### src/rtl/falling_edge_generator.sv
// falling_edge_generator: on request, hold low for delay_i+1 cycles, high for max(high_i,1), then fall with a one-cycle fall_o pulse.
// Optional abort_i input enabled by defining FALL_EDGE_GEN_ABORT_EN.
module falling_edge_generator #(
  parameter int DELAY_W = 8,
  parameter int HIGH_W  = 8
) (
  input  logic               clk,
  input  logic               rst,
  input  logic               req_i,
  input  logic [DELAY_W-1:0] delay_i,
  input  logic [HIGH_W-1:0]  high_i,
`ifdef FALL_EDGE_GEN_ABORT_EN
  input  logic               abort_i,
`endif
  output logic               ready_o,
  output logic               x_o,
  output logic               fall_o
);
  typedef enum logic [1:0] {IDLE, DELAY, HIGH} state_t;
  state_t state, state_n;
  logic [DELAY_W-1:0] dcnt, dcnt_n;
  logic [HIGH_W-1:0] hcnt, hcnt_n;
  logic x_n, fall_n, abort;
`ifdef FALL_EDGE_GEN_ABORT_EN
  assign abort = abort_i;
`else
  assign abort = 1'b0;
`endif
  assign ready_o = state == IDLE;
  always_ff @(posedge clk or negedge rst)
    if (!rst) begin
      state  <= IDLE;
      dcnt   <= '0;
      hcnt   <= '0;
      x_o    <= 1'b0;
      fall_o <= 1'b0;
    end else begin
      state  <= state_n;
      dcnt   <= dcnt_n;
      hcnt   <= hcnt_n;
      x_o    <= x_n;
      fall_o <= fall_n;
    end
  // A high time of zero is stretched to one so every accepted request yields a real pulse.
  always_comb begin
    state_n = state;
    dcnt_n  = dcnt;
    hcnt_n  = hcnt;
    x_n     = x_o;
    fall_n  = 1'b0;
    case (state)
      IDLE:
        if (req_i) begin
          state_n = DELAY;
          dcnt_n  = delay_i;
          hcnt_n  = high_i == '0 ? HIGH_W'(1) : high_i;
        end
      DELAY:
        if (abort) state_n = IDLE;
        else if (dcnt == '0) begin
          state_n = HIGH;
          x_n     = 1'b1;
        end else dcnt_n = dcnt - 1'b1;
      HIGH:
        if (abort || hcnt == HIGH_W'(1)) begin
          state_n = IDLE;
          x_n     = 1'b0;
          fall_n  = 1'b1;
        end else hcnt_n = hcnt - 1'b1;
      default: state_n = IDLE;
    endcase
  end
endmodule

### config.mk
export PLATFORM = sky130hd
export DESIGN_NAME = falling_edge_generator
export DESIGN_NICKNAME = d
export VERILOG_FILES = /design/src/rtl/falling_edge_generator.sv
export SDC_FILE = /design/constraint.sdc
export NUM_CORES = 1
export LEC_CHECK = 0
export ABC_AREA = 1
export ABC_CLOCK_PERIOD_IN_PS = 2600
export CAP_MARGIN = 30
export CORE_ASPECT_RATIO = 1.5
export CORE_MARGIN = 1.5
export CORE_UTILIZATION = 55
export DETAILED_ROUTE_END_ITERATION = 8
export GPL_TIMING_DRIVEN = 0
export PLACE_DENSITY = 0.81
export REMOVE_ABC_BUFFERS = 1
export SLEW_MARGIN = 20
export SYNTH_ARGS = -nofsm -noshare
export SYNTH_HDL_FRONTEND = slang
export SYNTH_SLANG_ARGS = --single-unit
### constraint.sdc
create_clock -name clk -period 2.6 [get_ports clk]
set_clock_uncertainty 0.05 [all_clocks]
set_input_delay 0.26 -clock clk [delete_from_list [all_inputs] [get_ports clk]]
set_output_delay 0.26 -clock clk [all_outputs]
set_load 0.02 [all_outputs]
==> out/metrics.cfg, run 1 <==
[clocking]
cts_buffers = 3
clk_pin_slew_ns = 0.11
cts_resized = 0
cts_max_level = 1
cts_root_buf = clkbuf_4
clk_path_buf_depth = 2
clock-sinks = 20
clk_latency_ns = 0.29
cts_setup_buffers = 0
cts_hold_buf = 0
tritoncts = built

[placement]
gp_congestion = 0.903
placed_cell_area_mm2 = 0.00169
io_buffers = 21
dpl.hpwl_um = 2500

[synthesis]
syn_area_mm2 = 0.00148
synth-xor-area-share = 0
synth_mux_area_frac = 0
ys_types = 26
yosys_warnings = 0
ys_top_cells_by_area = dfrtp_1 34%, nand2_1 12%, nand3_1 10%
synth_top_area_frac = 0.339
syn_avg_cell_area_um2 = 7.43
synth-simple-area-share = 0.439
yosysSeqAreaShare = 0.339
synth_top_family_by_area = simple AND/OR/NAND/NOR gates
yosys.area_share.adder = 0.0339
postSynthCellCount = 199
synth-compound-area-share = 0.0847
synth_area_leader_cell = dfrtp_1
synth_seq_cells = 20

[drt]
via_per_inst = 5.24
wl_per_cell_um = 12.1
route.detailed.drc = 0
drt-initial-drc-count = 38
vias = 1353
finalWirelength_um = 3110
drtAntennaViolNets = 0
first_pass_iters = 4

[timing]
final_max_slew_viol_count = 0
rsz0062_at_grt = false
setup_viol = 0
max_freq_mhz = 532
min_period_ns = 1.88
finalCritPeriodShare = 0.724
finalHoldViolations = 0
slew_headroom = 0.658
worst_slew_pin_slew_ns = 0.513
holdWs_ns = 0.169
tns_ns = 0

[layout]
diodes = 0
fin_nets = 246
drive_above_1_share = 0.158
nFillCells = 230
area_growth_pct = 18.1
fin_area_mm2 = 0.00175

[grt]
grt-ovfl-total = 0
grt_max_degree = 21
grt_util_all_layers = 0.246
grt_pass1_vias = 1380
grt_pass1_wl_um = 5460
antenna_found_initial = 0

[die]
initial_core_util = 0.590
core_mm2 = 0.00250
die_x_um = 45.3
ios = 22
design.die.area_mm2 = 0.00301
rows = 22
die_h_um = 66.5

[worst_setup_path]
crit_type = reg -> out
crit_chain = nor2_2 -> clkdlybuf4s50_1
crit_slowest_cell = clkdlybuf4s50_1
start_kind = flop
cp.arrival_ns = 1.57
slowest_delay_ns = 0.63
worstPathMaxFanout = 3
end_kind = output port
required_ns = 2.29

[power_and_ir_drop]
p_per_area_mw_per_mm2 = 1070
leakagePower_nw = 0.860
vdd_drop_max_v = 0.000686

[outcome]
run_status = finished clean

[run]
maxCapViolCount = 0

[hold_path]
hp-class = in -> async

==> registers in the layout, indices dropped and copies added (netlist names) <==
signal and cells:
dcnt 8, fall_o 1, state 2, x_o 1
hcnt 8
==> kinds of logic after synthesis <==
logic type,Yosys count
AOI/OAI and AO/OA,21
and+or+nand+nor,124
DFF,20
buffers and inverters,30
adders and majority gates,4
==> cells in the final DEF, fill, tap and decap left out, drive strengths merged <==
cell type      count
nand2             56
nand3             34
inv               26
nor2              25
clkdlybuf4s50     21
dfrtp             20
o21ai             18
or2                5
ha                 4
clkbuf             4
nand4              4
a21oi              2
clkinv             1
a31oi              1
buf                1
==> cells in the mapped netlist, drive strengths merged <==
master / instances
nand2: 56
nand3: 34
inv: 26
nor2: 25
dfrtp: 20
o21ai: 18
or2: 5
ha: 4
nand4: 4
buf: 3
a21oi: 2
a31oi: 1
clkinv: 1
==> where the power goes <==
part	total (mW)	internal, mW	switching [mW]
clock	0.178	0.0853	0.0925
combinational	1.06	0.408	0.651
sequential	0.630	0.453	0.176
==> critical path, delay by kind of cell, from the launching register on <==
family | cells | cell delay [ns]
flops | 1 | 0.45
simple gates | 1 | 0.20
buf+inv | 1 | 0.63
==> per-layer routing <==
| layer | vias to the layer above | routed length (um) | track usage |
|---|---|---|---|
| met5 | - | 0 | 0 |
| met4 | 0 | 72 | 0.129 |
| met3 | 6 | 61 | 0.0163 |
| met2 | 25 | 1850 | 0.486 |
| met1 | 636 | 1130 | 0.236 |
| li1 | 686 | - | - |
==> final timing paths <==
| kind | startpoint | end | slack [ns] | cells past startpoint |
|---|---|---|---|---|
| max | state[0] | ready_o | 0.72 | 2 |
| min | rst | hcnt[2] | 0.17 | 1 |
| max reg2reg | state[0] | hcnt[3] | 0.84 | 6 |
| min reg2reg | x_o | x_o | 0.50 | 2 |
| max in group asynchronous | rst | hcnt[5] | 1.92 | 2 |
| min in group clk | x_o | x_o | 0.50 | 2 |
==> through the flow <==
stage | std cells | total power, mW | utilization | setup WS [ns]
finish | 258 | 1.87 | 0.697 | 0.719
global route | 258 | 2.06 | 0.697 | 0.653
CTS | 257 | 1.89 | 0.691 | 0.698
detailed placement | 253 | 1.70 | 0.676 | 0.891
global placement | 253 | 1.64 | 0.676 | 0.943
floorplan | 196 | 1.44 | - | 1.19
==> cell type report <==
cell class / count / area (um2) / area share
Multi-Input combinational cell: 149 / 825 / 0.472
Sequential cell: 20 / 500 / 0.287
Timing Repair Buffer: 22 / 225 / 0.129
Inverter: 27 / 114 / 0.0652
Tap cell: 36 / 45.0 / 0.0258
Clock buffer: 4 / 36.3 / 0.0208
Note: power is estimated with default switching activity, not from simulation.
==> inputs of run 2 (changes only) <==
- ABC_CLOCK_PERIOD_IN_PS: 2600 -> 1910
- CORE_UTILIZATION: 55 -> 54
- PLACE_DENSITY: 0.81 -> 0.8
- clock period: 2.6 -> 1.91 ns (I/O delays scaled with it)
==> run 2 against run 1 <==
Compared with the run above:
- total power is 41% higher
- cell area up 1.1%
- count of clock-buffer cells in the layout stayed put
- global-route usage is 0.60 points lower
- largest cell class unchanged
- largest power group unchanged
- highest routed layer unchanged
==> out/metrics.cfg, run 2 (synthesized netlist as in run 1, its figures left out) <==
[outcome]
run_status = finished clean

[layout]
area_growth_pct = 19.5
nFillCells = 250
top_regs = dcnt (8), hcnt (8), state (2)
final_cell_mix = 47 x nand2_1, 31 x nand3_1, 25 x inv_1, 21 x clkdlybuf4s50_1, 20 x dfrtp_1
multi_input_area_um2 = 825
register_area_um2 = 500
diodes = 0
postLayoutCoreUtil = 0.667
fin_nets = 246
layout_commonest_cell = nand2_1
fin_area_mm2 = 0.00177
drive_above_1_share = 0.158

[clocking]
cts_resized = 0
cts_buffers = 3
cts_hold_buf = 0
clk_path_buf_depth = 2
cts_max_level = 1
cts_setup_buffers = 0
clk_latency_ns = 0.26
clock-sinks = 20
clk_pin_slew_ns = 0.07
tritoncts = built
cts_root_buf = clkbuf_8

[timing]
finalHoldViolations = 0
final_max_slew_viol_count = 0
worst_slew_pin_slew_ns = 0.507
finalCritPeriodShare = 0.926
tns_ns = 0
slew_headroom = 0.662
rsz0062_at_grt = false
setup_viol = 0
min_period_ns = 1.77
layout_setup_ws_ns = 0.142
max_freq_mhz = 565

[power_and_ir_drop]
comb_power_share = 0.552
p_per_area_mw_per_mm2 = 1490
p_sw_mw = 1.27
vdd_drop_max_v = 0.00108
clockPowerShare = 0.121
power.total_mw = 2.63
pwr-share-seq = 0.327
switching_share = 0.483
leakagePower_nw = 0.868
internal_power_mw = 1.36

[drt]
vias = 1355
via_per_inst = 5.23
drtAntennaViolNets = 0
finalWirelength_um = 3120
route.detailed.drc = 0
drt-initial-drc-count = 33
wl_per_cell_um = 12.0
first_pass_iters = 4

[placement]
place_ws_ns = 0.212
placed_cell_area_mm2 = 0.00170
dpl.hpwl_um = 2480
io_buffers = 21
gp_congestion = 0.892

[die]
initial_core_util = 0.558
die_h_um = 67.1
design.die.area_mm2 = 0.00307
rows = 23
core_mm2 = 0.00265
die_x_um = 45.7
ios = 22

[run]
maxCapViolCount = 0

[worst_setup_path]
start_kind = flop
cp.arrival_ns = 1.53
worstPathMaxFanout = 3
end_kind = output port
crit_type = reg -> out
required_ns = 1.67
rr_worst_depth = 6

[grt]
grt_util_all_layers = 0.240
grt_max_degree = 21
grt_pass1_wl_um = 5460
grt_pass1_vias = 1349
antenna_found_initial = 0
grt-ovfl-total = 0

[hold_path]
hp-class = in -> async

run 2: cell counts in the layout (fill, tap and decap cells not counted):
No cell type changed its count.
run 2: final timing paths:
path                       startpoint      end  slack (ns)
setup / recovery             state[0]  ready_o        0.14
hold / removal                    rst  hcnt[2]        0.20
setup reg to reg             state[0]  hcnt[3]        0.17
hold reg to reg                   x_o      x_o        0.47
max in group asynchronous         rst  hcnt[6]        1.16
min in group clk                  x_o      x_o        0.47
run 2: layout make-up:
cell class                 instances  area share
multi-input combinational        149       0.467
sequential                        20       0.283
timing repair buffer              22       0.128
inverter                          27      0.0645
clock buffer                       4      0.0312
tap                               37      0.0262
run 2: per-stage QoR:
| step | hold slack [ns] | std cells |
|---|---|---|
| 2_1_floorplan | -0.155 | 196 |
| 3_3_place_gp | 0.457 | 254 |
| 3_5_place_dp | 0.466 | 254 |
| 4_1_cts | 0.434 | 258 |
| 5_1_grt | 0.236 | 259 |
| 6_report | 0.204 | 259 |
run 2: worst max-delay path, cell delays in order (launching register included):
cell and delay, ns:
dfrtp_1 0.44, nor2_2 0.20, clkdlybuf4s50_1 0.63
run 2: metal layers:
| layer | vias to the layer above | GRT usage | routed length (um) |
|---|---|---|---|
| met5 | - | 0 | 0 |
| met4 | 0 | 0.136 | 156 |
| met3 | 17 | 0.0325 | 103 |
| met2 | 36 | 0.444 | 1700 |
| met1 | 618 | 0.243 | 1150 |
| li1 | 684 | - | - |
run 2: power groups by stage:
stage	clock [mW]	sequential (mW)	combinational [mW]
2_1_floorplan	0	0.821	1.14
5_1_grt	0.347	0.893	1.67
4_1_cts	0.330	0.855	1.46
3_5_place_dp	0	0.863	1.45
3_3_place_gp	0	0.850	1.39
6_report	0.318	0.859	1.45
